<file path="config.mk">
export PLATFORM = sky130hd
export DESIGN_NAME = pipeline_fetch_queue
export DESIGN_NICKNAME = d
export VERILOG_FILES = /design/src/rtl/pipeline_fetch_queue.sv
export SDC_FILE = /design/constraint.sdc
export NUM_CORES = 1
export LEC_CHECK = 0
export BUFFER_PORTS_ARGS = -buffer_cell sky130_fd_sc_hd__buf_2
export CAP_MARGIN = 10
export CORE_MARGIN = 3
export CORE_UTILIZATION = 50
export CTS_CLUSTER_DIAMETER = 30
export CTS_CLUSTER_SIZE = 14
export DETAILED_ROUTE_END_ITERATION = 8
export PLACE_DENSITY = 0.71
export SYNTH_ARGS = -nofsm -noshare
export SYNTH_HDL_FRONTEND = slang
export SYNTH_SLANG_ARGS = --single-unit
</file>
<file path="constraint.sdc">
create_clock -name i_clk -period 5.76 [get_ports i_clk]
set_input_delay 1.152 -clock i_clk [delete_from_list [all_inputs] [get_ports i_clk]]
set_output_delay 1.152 -clock i_clk [all_outputs]
set_load 0.02 [all_outputs]
</file>
<file path="src/rtl/pipeline_fetch_queue.sv">
// rtl/pipeline_fetch_queue.sv - instruction prefetch queue with bypass, replay and flush
module pipeline_fetch_queue #(
    parameter int WIDTH  = 8,
    parameter int DEPTH  = 4,
    parameter int BYPASS = 1
) (
    input  logic                       i_clk,
    input  logic                       i_rst,
    input  logic [WIDTH-1:0]           i_bus_in,
    input  logic                       i_bus_request,
    input  logic                       i_flag_pcraflip,
    input  logic                       i_flush,
    input  logic                       i_replay,
    input  logic                       i_instr_ready,
    output logic [WIDTH-1:0]           o_instr_out,
    output logic                       o_instr_valid,
    output logic                       o_fetch_req,
    output logic                       o_inc_pcra0,
    output logic                       o_inc_pcra1,
    output logic [$clog2(DEPTH+1)-1:0] o_count
);

    localparam int CW = $clog2(DEPTH + 1);
    localparam int PW = $clog2(DEPTH);
    localparam logic [CW-1:0] FULL_COUNT = CW'(DEPTH);
    localparam logic [PW-1:0] LAST_SLOT  = PW'(DEPTH - 1);

    logic [WIDTH-1:0] r_mem [DEPTH];
    logic [PW-1:0]    r_head;
    logic [PW-1:0]    r_tail;
    logic [CW-1:0]    r_count;
    logic [WIDTH-1:0] r_last;

    logic             w_empty;
    logic             w_not_full;
    logic             w_fetch;
    logic [WIDTH-1:0] w_out;
    logic             w_valid;
    logic             w_pop;
    logic             w_pop_q;
    logic             w_push;

    // Circular pointers wrap at DEPTH-1 so non power-of-two depths work.
    function automatic logic [PW-1:0] f_next(input logic [PW-1:0] p);
        return (p == LAST_SLOT) ? '0 : p + 1'b1;
    endfunction

    assign w_empty    = (r_count == '0);
    assign w_not_full = (r_count < FULL_COUNT);

    // A full queue never fetches, even when a pop frees a slot this cycle;
    // refill starts on the following cycle.
    assign w_fetch = !i_rst && !i_bus_request && !i_flush && w_not_full;

    // Output select: replay beats queue head beats bypass; flush blanks the output.
    always_comb begin
        w_out   = '0;
        w_valid = 1'b0;
        if (!i_rst) begin
            if (i_replay) begin
                w_out   = r_last;
                w_valid = 1'b1;
            end else if (i_flush) begin
                w_out   = '0;
                w_valid = 1'b0;
            end else if (!w_empty) begin
                w_out   = r_mem[r_head];
                w_valid = 1'b1;
            end else if ((BYPASS != 0) && w_fetch) begin
                w_out   = i_bus_in;
                w_valid = 1'b1;
            end
        end
    end

    // A bypassed byte that is consumed in the same cycle is never stored.
    assign w_pop   = w_valid && i_instr_ready && !i_replay && !i_flush;
    assign w_pop_q = w_pop && !w_empty;
    assign w_push  = w_fetch && !(w_pop && w_empty);

    // Queue storage; contents are meaningless outside head..tail so no reset.
    always_ff @(negedge i_clk) begin
        if (w_push) begin
            r_mem[r_tail] <= i_bus_in;
        end
    end

    // Pointer, occupancy and last-consumed byte bookkeeping.
    always_ff @(negedge i_clk or posedge i_rst) begin
        if (i_rst) begin
            r_head  <= '0;
            r_tail  <= '0;
            r_count <= '0;
            r_last  <= '0;
        end else if (i_flush) begin
            r_head  <= '0;
            r_tail  <= '0;
            r_count <= '0;
        end else begin
            if (w_pop) begin
                r_last <= w_out;
            end
            if (w_pop_q) begin
                r_head <= f_next(r_head);
            end
            if (w_push) begin
                r_tail <= f_next(r_tail);
            end
            case ({w_push, w_pop_q})
                2'b10:   r_count <= r_count + 1'b1;
                2'b01:   r_count <= r_count - 1'b1;
                default: r_count <= r_count;
            endcase
        end
    end

    assign o_instr_out   = w_out;
    assign o_instr_valid = w_valid;
    assign o_fetch_req   = w_fetch;
    assign o_inc_pcra0   = w_fetch && i_flag_pcraflip;
    assign o_inc_pcra1   = w_fetch && !i_flag_pcraflip;
    assign o_count       = r_count;

endmodule

</file>
==> out/metrics.cfg <==
[grt]
grt_first_pass_wirelength_um = 8600
grt_util_all_layers_pct = 21.6
grt_antenna_before_repair = 0
grt_pass1_vias = 1732
grt_max_degree = 16
grt-ovfl-total = 0

[clocking]
cts.sinks = 47
cts_hold_buf = 0
cts_buffers = 5
cts_tree = done
clkTransAtPathRegs_ns = 0.06
cts_buffer_depth = 2
h-tree-depth = 2
worst_skew_pair.late_latency_ns = 0.37
root_buffer = clkbuf_8

[power_and_ir_drop]
p_per_area_nw_per_um2 = 273
peakVddDrop_mv = 0.153
total_power_w = 0.000801
p_leak_nw = 1.34

[critical_path]
setup.worst_path.start_class = flip-flop
cp.required_ns = 4.61
path_max_fanout = 3
cp-end-kind = output port
path_class = flip-flop to output port
critPathArrivalTime_ns = 4.88

[min_path]
hp-class = flip-flop to flip-flop

[route]
routed_wirelength_um = 5340
dr_wl_met3_um = 310
wl_met2_um = 2800
wl_per_cell_um = 17.8
drt-initial-drc-count = 156
drc = 0
vias = 1682
route.top_layer_used = met4
drtAntennaViolNets = 0
m1WireLength_um = 2180
drt_first_pass_iters = 5
avgViaCountPerCell = 5.61

[sta]
hold_viol_final = 0
worst_pin_slew_ns = 0.346
relSlewSlack_pct = 76.6
drv_slew = 0
setup_viol = 8
finClkSkew_ns = 0.0712
rsz0062_at_grt = true
postLayoutSetupSlackWorst_ns = -0.274

[status]
violations = setup timing
outcome = complete, but fails checks

[place]
dp_hpwl_um = 3710
placed_cell_area_um2 = 2680
dp.cells = 259
dp_slack_ns = 0.0576
gp_congestion = 0.876
port_buffers = 29

[final_layout]
regArea_um2 = 1340
antenna_cells = 0
post-route-cell-area_um2 = 2940
drive_gt1_share_pct = 34.0
area_delta_synth_final_pct = 28.6
multi_input_comb_area_um2 = 863
final_common_cell = inv_1
final_nets = 269
layout_common_cells = inv_1, edfxtp_1, buf_2, nand2_1, buf_4
nFillCells = 321
fin_cells = 300

[synth]
syn_inst = 163
synth_top_cell_by_area = edfxtp_1
synth_warnings = 0
ys_seq_elements = 47
synth-edff-count = 32
async_reset_ff_share_pct = 31.9
synth.net_count = 183
syn_area_um2 = 2280
ys_seq_area_share_pct = 58.6
synth_top_cells_by_area = edfxtp_1, dfrtn_1, mux4_2
synth.top_cell.area_share_pct = 42.1
yosys.cell_types.count = 39
avgSynthCellArea_um2 = 14.0
synth_ff_type = edfxtp_1

[floorplanning]
placementRows = 23
dieArea_um2 = 5410
fp.dieW_um = 73.6
start_util_pct = 54.3
core_area_um2 = 4200
die_h_um = 73.6
io_pins = 30

[run]
drv_cap = 0

[through the flow]
stage | utilization, % | setup TNS [ns] | hold slack [ns]
global route | 69.9 | -2.68 | 0.449
floorplan | - | 0 | 0.397
CTS | 69.1 | -1.99 | 0.424
finish | 69.9 | -1.87 | 0.420
global placement | 63.8 | 0 | 0.410
detailed placement | 63.8 | 0 | 0.418
[registers in the layout, indices dropped and copies added (netlist names)]
name and flops:
o_count 3, r_head 2, r_tail 2, r_last 8, r_mem 32
[layout make-up]
class / instances / area share [%]
Multi-Input combinational cell: 97 / 29.4
Tap cell: 50 / 2.13
Clock inverter: 35 / 4.90
Inverter: 12 / 1.71
Clock buffer: 5 / 2.34
Timing Repair Buffer: 54 / 14.0
Sequential cell: 47 / 45.5
[kinds of logic (layout without fill, tap and decap cells)]
group,after synthesis,after routing,share of synthesized area (%)
AOI/OAI and AO/OA,25,25,9.38
xor gates and xnor gates,4,4,1.53
adders and majority gates,5,5,3.07
buffers and inverters,19,106,4.06
DFF,47,47,58.6
muxes,9,9,8.33
and+or+nand+nor,54,54,15.1
[critical path, cell delays in order, from the launching register on]
cell and delay, ns:
dfrtn_1 0.47, buf_6 0.14, mux4_2 0.50, a222oi_1 0.35, inv_1 0.07, buf_2 0.16
[path summary, 6_finish.rpt]
check	start	end	slack, ns	cells past startpoint
max	r_head[0]	o_instr_out[1]	-0.27	5
min	r_last[7]	r_last[7]	0.42	2
max reg2reg	o_count[2]	r_mem[0][2]	3.83	6
min reg2reg	r_last[7]	r_last[7]	0.42	2
max in group asynchronous	i_rst	r_last[0]	1.69	4
min in group asynchronous	i_rst	r_last[4]	3.85	4
[synth_stat cells, types with 2 or more instances]
cell / instances
dfrtn_1: 15
a22oi_1: 8
nand3_1: 2
nand2_1: 17
nor3_1: 4
edfxtp_1: 32
xnor2_1: 4
buf_1: 2
a21oi_1: 3
inv_1: 12
or4_4: 2
ha_1: 4
and2_1: 5
nor2_1: 7
nor2b_1: 2
mux4_2: 8
nor4_2: 2
nand4b_1: 2
nor2_4: 2
a222oi_1: 8
buf_6: 2
nand2b_1: 3
[routing by layer]
metal / global-route usage (%) / vias to the layer above
met5: 0 / -
met4: 6.04 / 0
met3: 4.10 / 4
met2: 35.5 / 50
met1: 29.2 / 833
li1: - / 795
[power breakdown]
part,internal [W],switching [W]
clock,0.000116,0.000176
sequential,0.000386,0.0000120
combinational,0.0000454,0.0000653
[repair_timing]
action | 4_1_cts | 5_1_grt
buffers inserted | 1 | 1
setup endpoints to repair | 10 | 11
resized for setup | 3 | 7
pin swaps | 1 | 0
Note: power is estimated with default switching activity, not from simulation.
